<file path="src/rtl/imm_li_expand_if.sv">
// Request/instruction handshake bundle for imm_li_expand.
// The slave modport is the expander's view; master is the source/sink environment.
interface imm_li_expand_if;
   logic        req_valid;
   logic        req_ready;
   logic [4:0]  req_rd;
   logic [31:0] req_value;
   logic        ins_valid;
   logic        ins_ready;
   logic [31:0] ins;
   logic        ins_last;

   modport master (
      output req_valid, req_rd, req_value, ins_ready,
      input  req_ready, ins_valid, ins, ins_last
   );

   modport slave (
      input  req_valid, req_rd, req_value, ins_ready,
      output req_ready, ins_valid, ins, ins_last
   );
endinterface

</file>
<file path="src/rtl/imm_li_expand.sv">
// Expands a 32-bit constant into RV32I LUI/ADDI instruction words for register rd.
// One request in flight at a time; words are presented on a registered valid/ready output.
module imm_li_expand #(
   parameter bit ZERO_RD_NOP = 1'b1
) (
   input logic           clk,
   input logic           rst,
   imm_li_expand_if.slave bus
);
   typedef enum logic [1:0] {
      IDLE        = 2'd0,
      EMIT_FIRST  = 2'd1,
      EMIT_SECOND = 2'd2
   } state_t;

   state_t      state;
   logic [4:0]  rd_q;
   logic [11:0] lo_q;
   logic [31:0] ins_q;
   logic        last_q;
   logic        valid_q;

   logic [19:0] hi_in;
   logic [11:0] lo_in;
   logic        nop_in;
   logic        single_in;
   logic [31:0] first_in;
   logic [31:0] second_word;

   // The +value[11] carry compensates for ADDI sign-extending its 12-bit immediate.
   always_comb begin
      hi_in     = bus.req_value[31:12] + {19'd0, bus.req_value[11]};
      lo_in     = bus.req_value[11:0];
      nop_in    = ZERO_RD_NOP && (bus.req_rd == 5'd0);
      single_in = nop_in || (hi_in == 20'd0) || (lo_in == 12'd0);
      if (nop_in)
         first_in = 32'h0000_0013;
      else if (hi_in == 20'd0)
         first_in = {lo_in, 5'd0, 3'b000, bus.req_rd, 7'b0010011};
      else
         first_in = {hi_in, bus.req_rd, 7'b0110111};
   end

   assign second_word   = {lo_q, rd_q, 3'b000, rd_q, 7'b0010011};
   assign bus.req_ready = (state == IDLE);
   assign bus.ins_valid = valid_q;
   assign bus.ins       = ins_q;
   assign bus.ins_last  = last_q;

   // In EMIT_FIRST, last_q low means an ADDI still has to follow the LUI.
   always_ff @(posedge clk or posedge rst) begin
      if (rst) begin
         state   <= IDLE;
         rd_q    <= 5'd0;
         lo_q    <= 12'd0;
         ins_q   <= 32'd0;
         last_q  <= 1'b0;
         valid_q <= 1'b0;
      end else begin
         case (state)
            IDLE: begin
               if (bus.req_valid) begin
                  rd_q    <= bus.req_rd;
                  lo_q    <= lo_in;
                  ins_q   <= first_in;
                  last_q  <= single_in;
                  valid_q <= 1'b1;
                  state   <= EMIT_FIRST;
               end
            end
            EMIT_FIRST: begin
               if (bus.ins_ready) begin
                  if (!last_q) begin
                     ins_q  <= second_word;
                     last_q <= 1'b1;
                     state  <= EMIT_SECOND;
                  end else begin
                     valid_q <= 1'b0;
                     last_q  <= 1'b0;
                     state   <= IDLE;
                  end
               end
            end
            EMIT_SECOND: begin
               if (bus.ins_ready) begin
                  valid_q <= 1'b0;
                  last_q  <= 1'b0;
                  state   <= IDLE;
               end
            end
            default: begin
               valid_q <= 1'b0;
               last_q  <= 1'b0;
               state   <= IDLE;
            end
         endcase
      end
   end
endmodule

</file>
<file path="src/flat_wrapper.sv">
// flat-port wrapper written by rule: the top's interface ports become plain ports
module imm_li_expand_flat 
#(
   parameter bit ZERO_RD_NOP = 1'b1
)
  (clk, rst, bus_req_valid, bus_req_rd, bus_req_value, bus_ins_ready, bus_req_ready, bus_ins_valid, bus_ins, bus_ins_last);
  imm_li_expand_if bus_i ();
  input logic clk;
  input logic rst;
  input wire logic [$bits(bus_i.req_valid)-1:0] bus_req_valid;
  input wire logic [$bits(bus_i.req_rd)-1:0] bus_req_rd;
  input wire logic [$bits(bus_i.req_value)-1:0] bus_req_value;
  input wire logic [$bits(bus_i.ins_ready)-1:0] bus_ins_ready;
  output wire logic [$bits(bus_i.req_ready)-1:0] bus_req_ready;
  output wire logic [$bits(bus_i.ins_valid)-1:0] bus_ins_valid;
  output wire logic [$bits(bus_i.ins)-1:0] bus_ins;
  output wire logic [$bits(bus_i.ins_last)-1:0] bus_ins_last;
  assign bus_i.req_valid = bus_req_valid;
  assign bus_i.req_rd = bus_req_rd;
  assign bus_i.req_value = bus_req_value;
  assign bus_i.ins_ready = bus_ins_ready;
  assign bus_req_ready = bus_i.req_ready;
  assign bus_ins_valid = bus_i.ins_valid;
  assign bus_ins = bus_i.ins;
  assign bus_ins_last = bus_i.ins_last;
  imm_li_expand #(.ZERO_RD_NOP(ZERO_RD_NOP)) u_core (.clk(clk), .rst(rst), .bus(bus_i));
endmodule
</file>
<file path="config.mk">
export PLATFORM = sky130hd
export DESIGN_NAME = imm_li_expand_flat
export DESIGN_NICKNAME = d
export VERILOG_FILES = /design/src/rtl/imm_li_expand_if.sv /design/src/rtl/imm_li_expand.sv /design/src/flat_wrapper.sv
export SDC_FILE = /design/constraint.sdc
export NUM_CORES = 1
export LEC_CHECK = 0
export ABC_AREA = 0
export CAP_MARGIN = 20
export CELL_PAD_IN_SITES_DETAIL_PLACEMENT = 0
export CELL_PAD_IN_SITES_GLOBAL_PLACEMENT = 1
export CORE_ASPECT_RATIO = 2
export CORE_MARGIN = 3
export CORE_UTILIZATION = 39
export CTS_CLUSTER_DIAMETER = 150
export DETAILED_ROUTE_END_ITERATION = 6
export GPL_TIMING_DRIVEN = 0
export PLACE_DENSITY_LB_ADDON = 0.3
export RECOVER_POWER = 25
export SETUP_SLACK_MARGIN = 0.4
export SLEW_MARGIN = 20
export SYNTH_ARGS = -nofsm -noshare
export SYNTH_HDL_FRONTEND = slang
export SYNTH_SLANG_ARGS = --single-unit
</file>
<file path="constraint.sdc">
create_clock -name clk -period 5.4 [get_ports clk]
set_input_delay 0.54 -clock clk [delete_from_list [all_inputs] [get_ports clk]]
set_output_delay 0.54 -clock clk [all_outputs]
set_load 0.005 [all_outputs]
</file>
### After elaboration in Yosys (flattened, before gate mapping)

Index checks and enable logic that the tools add are counted.
W data, S select, Z words.

| word-level totals | value |
|---|---|
| output and inout bits | 35 |
| input port bits | 41 |
| word-level logic and storage cells | 45 |
| register bits | 53 |

| cells by class | value |
|---|---|
| eq/ne operators | 7 |
| reduce and logical (&&, ||, !) cells | 11 |
| $add $sub $neg | 1 |
| muxes and demuxes | 20 |

Operators with widths:

| kind | count |
|---|---|
| $mux W32 | 5 |
| $pmux W32 S2 | 1 |
| $add A20 B1 Y20 | 1 |
| $logic_not A20 Y1 | 1 |
| $logic_not A12 Y1 | 1 |
| $mux W2 | 4 |
| $ne A2 B2 Y1 const B | 4 |
| $reduce_and A4 Y1 | 2 |
| $mux W1 | 7 |
| $pmux W1 S3 | 2 |
| $pmux W2 S3 | 1 |
| $logic_not A5 Y1 | 1 |
| $reduce_and A3 Y1 | 1 |
| $eq A2 B1 Y1 const B | 1 |
| $eq A2 B2 Y1 const B | 1 |
| $logic_not A2 Y1 | 1 |
| $logic_or A1 B1 Y1 | 2 |
| $ne A2 B1 Y1 const B | 1 |
| $reduce_and A2 Y1 | 1 |
| $reduce_bool A2 Y1 | 1 |

### Logic depth before layout (Yosys ltp)

| depth | value |
|---|---|
| word-level depth | 6 |
| gate-level depth with buffers | 10 |

### Worst setup path after synthesis

No wires, ideal clock.

| timing | value |
|---|---|
| path kind | input to register |
| from | input bus_req_value[16] |
| to | register u_core.ins_q[5], in the netlist u_core.bus.ins[5] |
| setup time | 121 ps |
| stages | 9 |
| buffers on the path | 2 |
| path slack | 2762 ps |
| arrival time | 2517 ps |
| path through | buf_4 -> nand3_1 -> or4_1 -> nor3_1 -> xor2_1 -> nor4_2 -> nand4_2 -> buf_6 -> a22o_1 |

| on the way | value |
|---|---|
| word-level cells in the longest chain between the ends | 6 |

Ends and longest elaborated chain:

| what | line | source |
|---|---|---|
| start: declaration | flat_wrapper.sv:12 | `input wire logic [$bits(bus_i.req_value)-1:0] bus_req_value;` |
| $add A20 B1 Y20 | imm_li_expand.sv:32 | `hi_in = bus.req_value[31:12] + {19'd0, bus.req_value[11]};` |
| $logic_not A20 Y1 | imm_li_expand.sv:38 | `else if (hi_in == 20'd0)` |
| $mux W32 | imm_li_expand.sv:38 |  |
| $mux W32 | imm_li_expand.sv:36 | `if (nop_in)` |
| $mux W32 | imm_li_expand.sv:62 | `if (bus.req_valid) begin` |
| $pmux W32 S2 | imm_li_expand.sv:60 | `case (state)` |
| end signal: assignment | imm_li_expand.sv:65 | `ins_q <= first_in;` |
| end signal: assignment | imm_li_expand.sv:74 | `ins_q <= second_word;` |
| end: declaration | imm_li_expand.sv:19 | `logic [31:0] ins_q;` |

Every way passes these cells. The select of a mux whose other input is x is not followed.
A chain may end at the register's enable or synchronous reset.

### Worst setup path after layout

| timing | value |
|---|---|
| from | input bus_req_value[11] |
| to | register u_core.ins_q[5], in the netlist u_core.bus.ins[5] |

The elaborated chain is that of the path after synthesis.

==> results_dict.tcl <==
set metrics [dict create \
    dr.pass1.iters 4 \
    ys_types 47 \
    hold_viol_final 0 \
    grt-ovfl-total 0 \
    wl_per_cell_um 16.9 \
    core_area_um2 7050 \
    synth_area_per_cell_um2 8.33 \
    place.gp.congestion 0.833 \
    yosysTopAreaCell "dfrtp_1" \
    dp.final_hpwl_um 6870 \
    dieArea_um2 8540 \
    finalWirelength_um 8730 \
    max_stage_delay_ns 0.59 \
    leakagePower_nw 1.56 \
    max_freq_mhz 294 \
    syn_area_um2 2890 \
    cp_slowest_cell "clkdlybuf4s50_1" \
    worstSetupPathType "primary input to flop" \
    numCtsBuffers 5 \
    yosys.area.top_type_share_pct 41.6 \
    status "finished, final reports clean" \
    synth_edf_count 0 \
    ys.flop_type "dfrtp_1" \
    place_inst 507 \
    clk_path_buf_depth 2 \
    drive_gt1_share_pct 7.53 \
    crit_path_start_kind "primary input" \
    vias_per_cell 5.37 \
    ir_drop_v 0.000192 \
    clk_latency_ns 0.29 \
    rsz0062_at_grt "false" \
    drt_iter0_markers 164 \
    fin_util_pct 54.7 \
    dr_total_vias 2767 \
    post_cts_resized 0 \
    ys_ff_latch 48 \
    numPortBuffers 68 \
    layout_common_cells "nand2_1, clkdlybuf4s50_1, dfrtp_1" \
    maxCapViolCount 0 \
    fin_tns_setup_ns 0 \
    num_antenna_cells 0 \
    final_nets 467 \
    post-cts-setup-buffer-count 0 \
    yosys-top-cells-area "dfrtp_1, nand2_1, xnor2_1, o21ai_0, nor2_1" \
    yosysWarnings 0 \
    worstSetupEndpointType "flop" \
    grt_pass1_vias 2757 \
    final_common_cell "nand2_1" \
    track_usage_pct 21.8 \
    period_share_pct 63.0 \
    stdcell_count 515 \
    grt_pass1_wl_um 14000 \
    drcViolationCount 0 \
    cts-hold-fix-buffers 0 \
    crit_chain "clkdlybuf4s50_1, ha_1, nand3_1, or4_1, nor3_1, xor2_1, nor4_2, nand4_2, buf_6, a22o_1" \
    min_period_ns 3.40 \
    cts.sinks 48 \
    slew-limit-headroom_pct 5.56 \
    pwr_density_cell_nw_per_um2 490 \
    netlist_instances 347 \
    worst_pin_slew_ns 1.42 \
    die_w_um 66.9 \
    ys_seq_area_share_pct 41.6 \
    ios 76 \
    clock_skew_ns 0.00270 \
    required_ns 5.58 \
    std_cell_rows 43 \
    worstPathArrival_ns 3.59 \
    drtAntennaViolNets 0 \
    synthToLayoutAreaGrowth_pct 33.4 \
    grt_max_degree 26 \
    die_y_um 128 \
    clk_pin_slew_ns 0.07 \
    path_max_fanout 10 \
    slew_violations 0 \
    cts_tree "yes" \
    start_util_pct 41.0 \
    async_reset_ff_share_pct 100 \
    setup_viol 0 \
    h-tree-depth 2 \
    hold_class "flop to flop" \
    antenna_found_initial 0 \
    cts_root_buffer "clkbuf_16" \
]
## per-stage QoR
stage,setup WS [ns],total power [mW],cell area (µm²),hold WS [ns]
3_3_place_gp,1.71,1.52,3690,0.458
2_1_floorplan,2.76,1.12,2890,0.446
5_1_grt,1.80,2.04,3850,0.513
3_5_place_dp,1.69,1.54,3710,0.463
6_report,2.00,1.89,3850,0.476
4_1_cts,1.99,1.90,3870,0.479
## final cells by class
class                      count  area, µm²
inverter                       4       15.0
sequential                    48       1200
tap                           90        113
multi-input combinational    271       1540
fill                         700       3190
clock inverter                 2       35.0
clock buffer                   6        129
timing repair buffer          69        684
buffer                        25        136
## power breakdown
part	switching [mW]	internal, mW	leakage [nW]
combinational	0.466	0.426	0.905
sequential	0.106	0.533	0.579
clock	0.139	0.218	0.0808
total	0.711	1.18	1.56
## cells in the mapped netlist, types with 2 or more instances
master and number:
a211oi_1 4, a211oi_2 4, a21oi_1 10, a22o_1 4, a31oi_1 6, and2_1 2, and3_1 5, and3_4 2
buf_4 7, buf_6 2, clkbuf_1 14, dfrtp_1 48, ha_1 2, inv_1 4, nand2_1 91, nand2b_1 2
nand3_1 8, nand4_1 7, nand4_2 2, nor2_1 24, nor2b_1 8, nor3_1 5, nor4_1 7, o211ai_1 5
o21ai_0 22, o21ai_1 4, o221ai_1 6, or3_1 3, or4_1 4, xnor2_1 15, xor2_1 4
## registers in the layout, summed over array words and instances (netlist names)
register,cells
u_core.bus.ins_valid,1
u_core.rd_q,5
u_core.bus.ins_last,1
u_core.lo_q,12
u_core.bus.ins,27
u_core.state,2
## logic make-up (layout without fill, tap and decap cells)
| kind of cell | Yosys count | count (layout) | synth area share (%) |
|---|---|---|---|
| AO/OA/AOI/OAI | 73 | 73 | 17.6 |
| buffers and inverters | 29 | 106 | 5.24 |
| XOR/XNOR | 19 | 19 | 5.76 |
| flip-flops | 48 | 48 | 41.6 |
| multiplexers | 1 | 1 | 0.346 |
| adder cells (fa/ha/maj) | 2 | 2 | 0.866 |
| other | 1 | 2 | 0.130 |
| AND/OR/NAND/NOR | 174 | 174 | 28.5 |
## final timing paths
kind	start	cells past startpoint	slack [ns]	to
hold / removal	u_core.rd_q[1]$_DFFE_PP0P_	2	0.48	u_core.rd_q[1]$_DFFE_PP0P_
max in group asynchronous	rst	3	2.69	u_core.bus.ins[12]$_DFFE_PP0P_
min in group asynchronous	rst	2	0.90	u_core.state[0]$_DFFE_PP0P_
setup / recovery	bus_req_value[11]	10	2.00	u_core.bus.ins[5]$_DFFE_PP0P_
setup reg to reg	u_core.bus.ins_last$_DFFE_PP0P_	8	2.82	u_core.bus.ins[26]$_DFFE_PP0P_
hold reg to reg	u_core.rd_q[1]$_DFFE_PP0P_	2	0.48	u_core.rd_q[1]$_DFFE_PP0P_
## metal layers
layer / wire, µm / GRT usage, % / share of wire, % / up-vias
met2: 4930 / 40.1 / 57 / 73
met4: 243 / 8.61 / 2.8 / 0
met3: 353 / 2.63 / 4.0 / 15
met5: 0 / 0 / 0 / -
met1: 3190 / 24.4 / 37 / 1315
li1: - / - / - / 1364
## worst max-delay path: cells and delay by family
| kind | cells | cell delay [ns] |
|---|---|---|
| fa+ha+maj | 1 | 0.31 |
| xor+xnor | 1 | 0.19 |
| compound gates | 1 | 0.18 |
| buf+inv | 2 | 0.79 |
| simple gates | 5 | 1.58 |
(Power assumes the default switching activity.)
==> variant 1 (config.mk and constraints unchanged) <==
`ZERO_RD_NOP` is set to 1'b1 in 2 places; all go to 1'b0.
--- a/src/rtl/imm_li_expand.sv
+++ b/src/rtl/imm_li_expand.sv
@@ -2,5 +2,5 @@
 // One request in flight at a time; words are presented on a registered valid/ready output.
 module imm_li_expand #(
-   parameter bit ZERO_RD_NOP = 1'b1
+   parameter bit ZERO_RD_NOP = 1'b0
 ) (
    input logic           clk,
--- a/src/flat_wrapper.sv
+++ b/src/flat_wrapper.sv
@@ -2,5 +2,5 @@
 module imm_li_expand_flat 
 #(
-   parameter bit ZERO_RD_NOP = 1'b1
+   parameter bit ZERO_RD_NOP = 1'b0
 )
   (clk, rst, bus_req_valid, bus_req_rd, bus_req_value, bus_ins_ready, bus_req_ready, bus_ins_valid, bus_ins, bus_ins_last);
Check against the original RTL: not equivalent (a bounded check fails within 4 cycles, from zero or initial values and one cycle with rst high).
==> variant 1 against the unedited design <==
Sequential cell count unchanged. Design area up 0.68%. Setup slack better by 0.15 ns. Combinational power up 2%. Sequential share of layout area down 0.21 points. Wire length down 3.2%. Total power up 1.2%. Die area up 0.80%. Maximum frequency up 4.6%. Global-route usage down 0.63 points. Sequential power about the same. Area after synthesis up 0.87%. Register-to-register slack better by 0.39 ns.
==> variant 1: results (changes against the unedited design) <==
| Metric | Value |
|---|---|
| Seq pwr | `637 uW (about the same)` |
| WL final | `8.45 mm (-3.2%)` |
| PD cells | `493 nW/um2 (+0.53%)` |
| Vias in the first global route | `2701 (-2.0%)` |
| First-pass GRT wire length | `13.5 mm (-3.4%)` |
| Post-synthesis mux area share | `0.687% (+0.34 points)` |
| Sequential share of cell area | `31.0% (-0.21 points)` |
| Outcome | `completed` |
| Synth Area per Inst | `8.33 um2 (about the same)` |
| CP peak stage delay | `0.56 ns (-0.03 ns)` |
| # port buffers | `67 (-1.5%)` |
| Dpl ws | `1.82 ns (+0.132 ns)` |
| Final Instance Count excl. Fillers | `519 (+0.78%)` |
| Worst Path Arrival | `3.47 ns (-0.12 ns)` |
| Cell leakage power | `1.67 nW (+6.9%)` |
| Max VDD drop | `187 uV (-2.6%)` |
| Multi-In Gates | `272 (+0.37%)` |
| GRT Total Usage | `21.1% (-0.63 points)` |
| Share of post-route cells with drive strength above 1 | `7.96% (+0.43 points)` |
| Layout non-clock buf frac | `20.9% (-0.37 points)` |
| Area of the multi-input gates | `1570 um2 (+1.8%)` |
| Placed cells | `511 (+0.79%)` |
| Inverter count | `3 (-1)` |
| Clock group | `364 uW (+2%)` |
| Register area share after synthesis | `41.2% (-0.36 points)` |
| Worst rel slew slack | `11.8% (+6.2 points)` |
## variant 1: changes by cell type after synthesis, sizes merged, moves of 5 or more
cell	change
a211oi	-6
o21ai	+16
nor2b	-6
o211ai	-5
nand2	+19
or4	-5
nor2	-11
a21oi	-6
## variant 1: worst min-delay path, cell delays in order, from the launching register on
cell and delay [ns]:
dfrtp_1 0.34, nand2_1 0.05, nand2_1 0.06
## variant 1: cells by family after synthesis
| logic type | count (synthesis) |
|---|---|
| simple gates | 172 |
| compound gates | 75 |
| flops | 48 |
| buf+inv | 31 |
| xor+xnor | 19 |
| fa+ha+maj | 2 |
| mux | 2 |
| other cells | 1 |
## variant 1: through the flow
stage                     hold WS (ns)  total power [mW]
final                            0.470              1.91
after global routing             0.492              2.06
after CTS                        0.474              1.93
after detailed placement         0.458              1.56
after global placement           0.453              1.54
after floorplan                  0.440              1.14
## variant 1: path summary, 6_finish.rpt
check                                  start                   to  cells after the start  slack [ns]
setup / recovery           bus_req_value[11]  u_core.bus.ins_last                     10        2.14
max in group asynchronous                rst   u_core.bus.ins[27]                      3        2.76
hold / removal               u_core.lo_q[11]      u_core.lo_q[11]                      2        0.47
setup reg to reg             u_core.state[1]   u_core.bus.ins[28]                      8        3.21
hold reg to reg              u_core.lo_q[11]      u_core.lo_q[11]                      2        0.47
min in group asynchronous                rst    u_core.bus.ins[4]                      2        0.90
## variant 1: metal layers
layer / track usage [%] / routed length (um) / part of all wire (%) / up-vias
met3: 3.16 / 280 / 3.3 / 10
met4: 7.42 / 127 / 1.5 / 0
met1: 23.3 / 3280 / 39 / 1317
met5: 0 / 0 / 0 / -
met2: 39.3 / 4760 / 56 / 53
li1: - / - / - / 1361
==> variant 2 (same settings) <==
Made on the original files. The 3 states of `state_t` get a one-hot encoding in 3 bits.
--- a/src/rtl/imm_li_expand.sv
+++ b/src/rtl/imm_li_expand.sv
@@ -8,8 +8,8 @@
    imm_li_expand_if.slave bus
 );
-   typedef enum logic [1:0] {
-      IDLE        = 2'd0,
-      EMIT_FIRST  = 2'd1,
-      EMIT_SECOND = 2'd2
+   typedef enum logic [2:0] {
+      IDLE        = 3'b001,
+      EMIT_FIRST  = 3'b010,
+      EMIT_SECOND = 3'b100
    } state_t;
 
Behaviour: same outputs for any inputs over 4 cycles, from zero or initial values and one cycle with rst high; so few cycles prove little.
==> variant 2 against the unedited design <==
Non-clock buffer count unchanged. Wire length down 2.9%. Setup slack worse by 0.26 ns. First-iteration DRC count up 6.1%. Highest routed layer unchanged. Critical path depth up 1. Sequential power up 1%. Design area up 1.4%. Cell count down 2.7%. Total power down 8.6%. Combinational power down 15%. Area after synthesis up 2.1%. Sequential cell count up 1.
==> variant 2: results (changes against the unedited design) <==
| Metric | Value |
|---|---|
| Outcome | `completed` |
| GRT Total Usage | `20.9% (-0.80 points)` |
| Met1 GRT Util | `24.4% (-0.063 points)` |
| Placed cells | `493 (-2.8%)` |
| WHS Endpoint | `u_core.lo_q[3]` |
| Vias in the first global route | `2698 (-2.1%)` |
| Synth Instances | `330 (-4.9%)` |
| Met2 WL | `4.72 mm (-4.4%)` |
| Synth Area in Compound Gates | `13.2% (-4.3 points)` |
| FILL cells | `686 (-2.0%)` |
| R2r setup slk | `2.50 ns (-0.32 ns)` |
| WL per Instance | `16.9 um (-0.16%)` |
| Max VDD drop | `166 uV (-13%)` |
| Adder-cell share of the synthesized area | `0.849% (-0.018 points)` |
| First-pass GRT wire length | `13.8 mm (-1.4%)` |
| Worst Path Arrival | `3.85 ns (+0.26 ns)` |
| DR vias | `2765 (-0.072%)` |
| CP max FO | `8 (-2)` |
| Slew @ Worst Pin | `1.42 ns (+0.00385 ns)` |
| Final worst slack | `1.73 ns (-0.263 ns)` |
| Cell leakage power | `1.62 nW (+3.8%)` |
| Register area share after synthesis | `41.6% (+0.044 points)` |
| Worst R2R Start | `u_core.state[0]` |
| Flop pwr share | `37.5% (+3.7 points)` |
| GPL Wtd Cong | `0.850 (+2.1%)` |
| Dpl ws | `1.45 ns (-0.243 ns)` |
| Total Nets Final | `451 (-3.4%)` |
| Comb pwr | `762 uW (-15%)` |
==> variant 2: cell count changes in the layout (fill, tap and decap cells not counted), moves of 5 or more <==
| cell | change |
|---|---|
| a221oi_1 | +7 |
| nand4_1 | +6 |
| o21ai_0 | -16 |
| nand2_1 | -14 |
| o221ai_1 | -5 |
| a21oi_1 | +6 |
| nor2b_1 | -8 |
| nand3_1 | +5 |
| clkbuf_1 | -5 |
==> variant 2: critical path: stages <==
cell	delay, ns
clkdlybuf4s50_1	0.55
ha_1	0.36
ha_1	0.20
buf_2	0.17
nor4_1	0.28
a21oi_1	0.07
nor4_1	0.34
nand3_1	0.24
nor4_4	0.60
nand2_1	0.20
a32o_1	0.28
==> variant 2: final cells by class <==
type	instances	share of cell area, %
Tap cell	92	2.94
Sequential cell	49	31.4
Inverter	5	0.480
Multi-Input combinational cell	253	39.7
Timing Repair Buffer	70	17.8
Clock buffer	8	3.75
Buffer	24	3.94
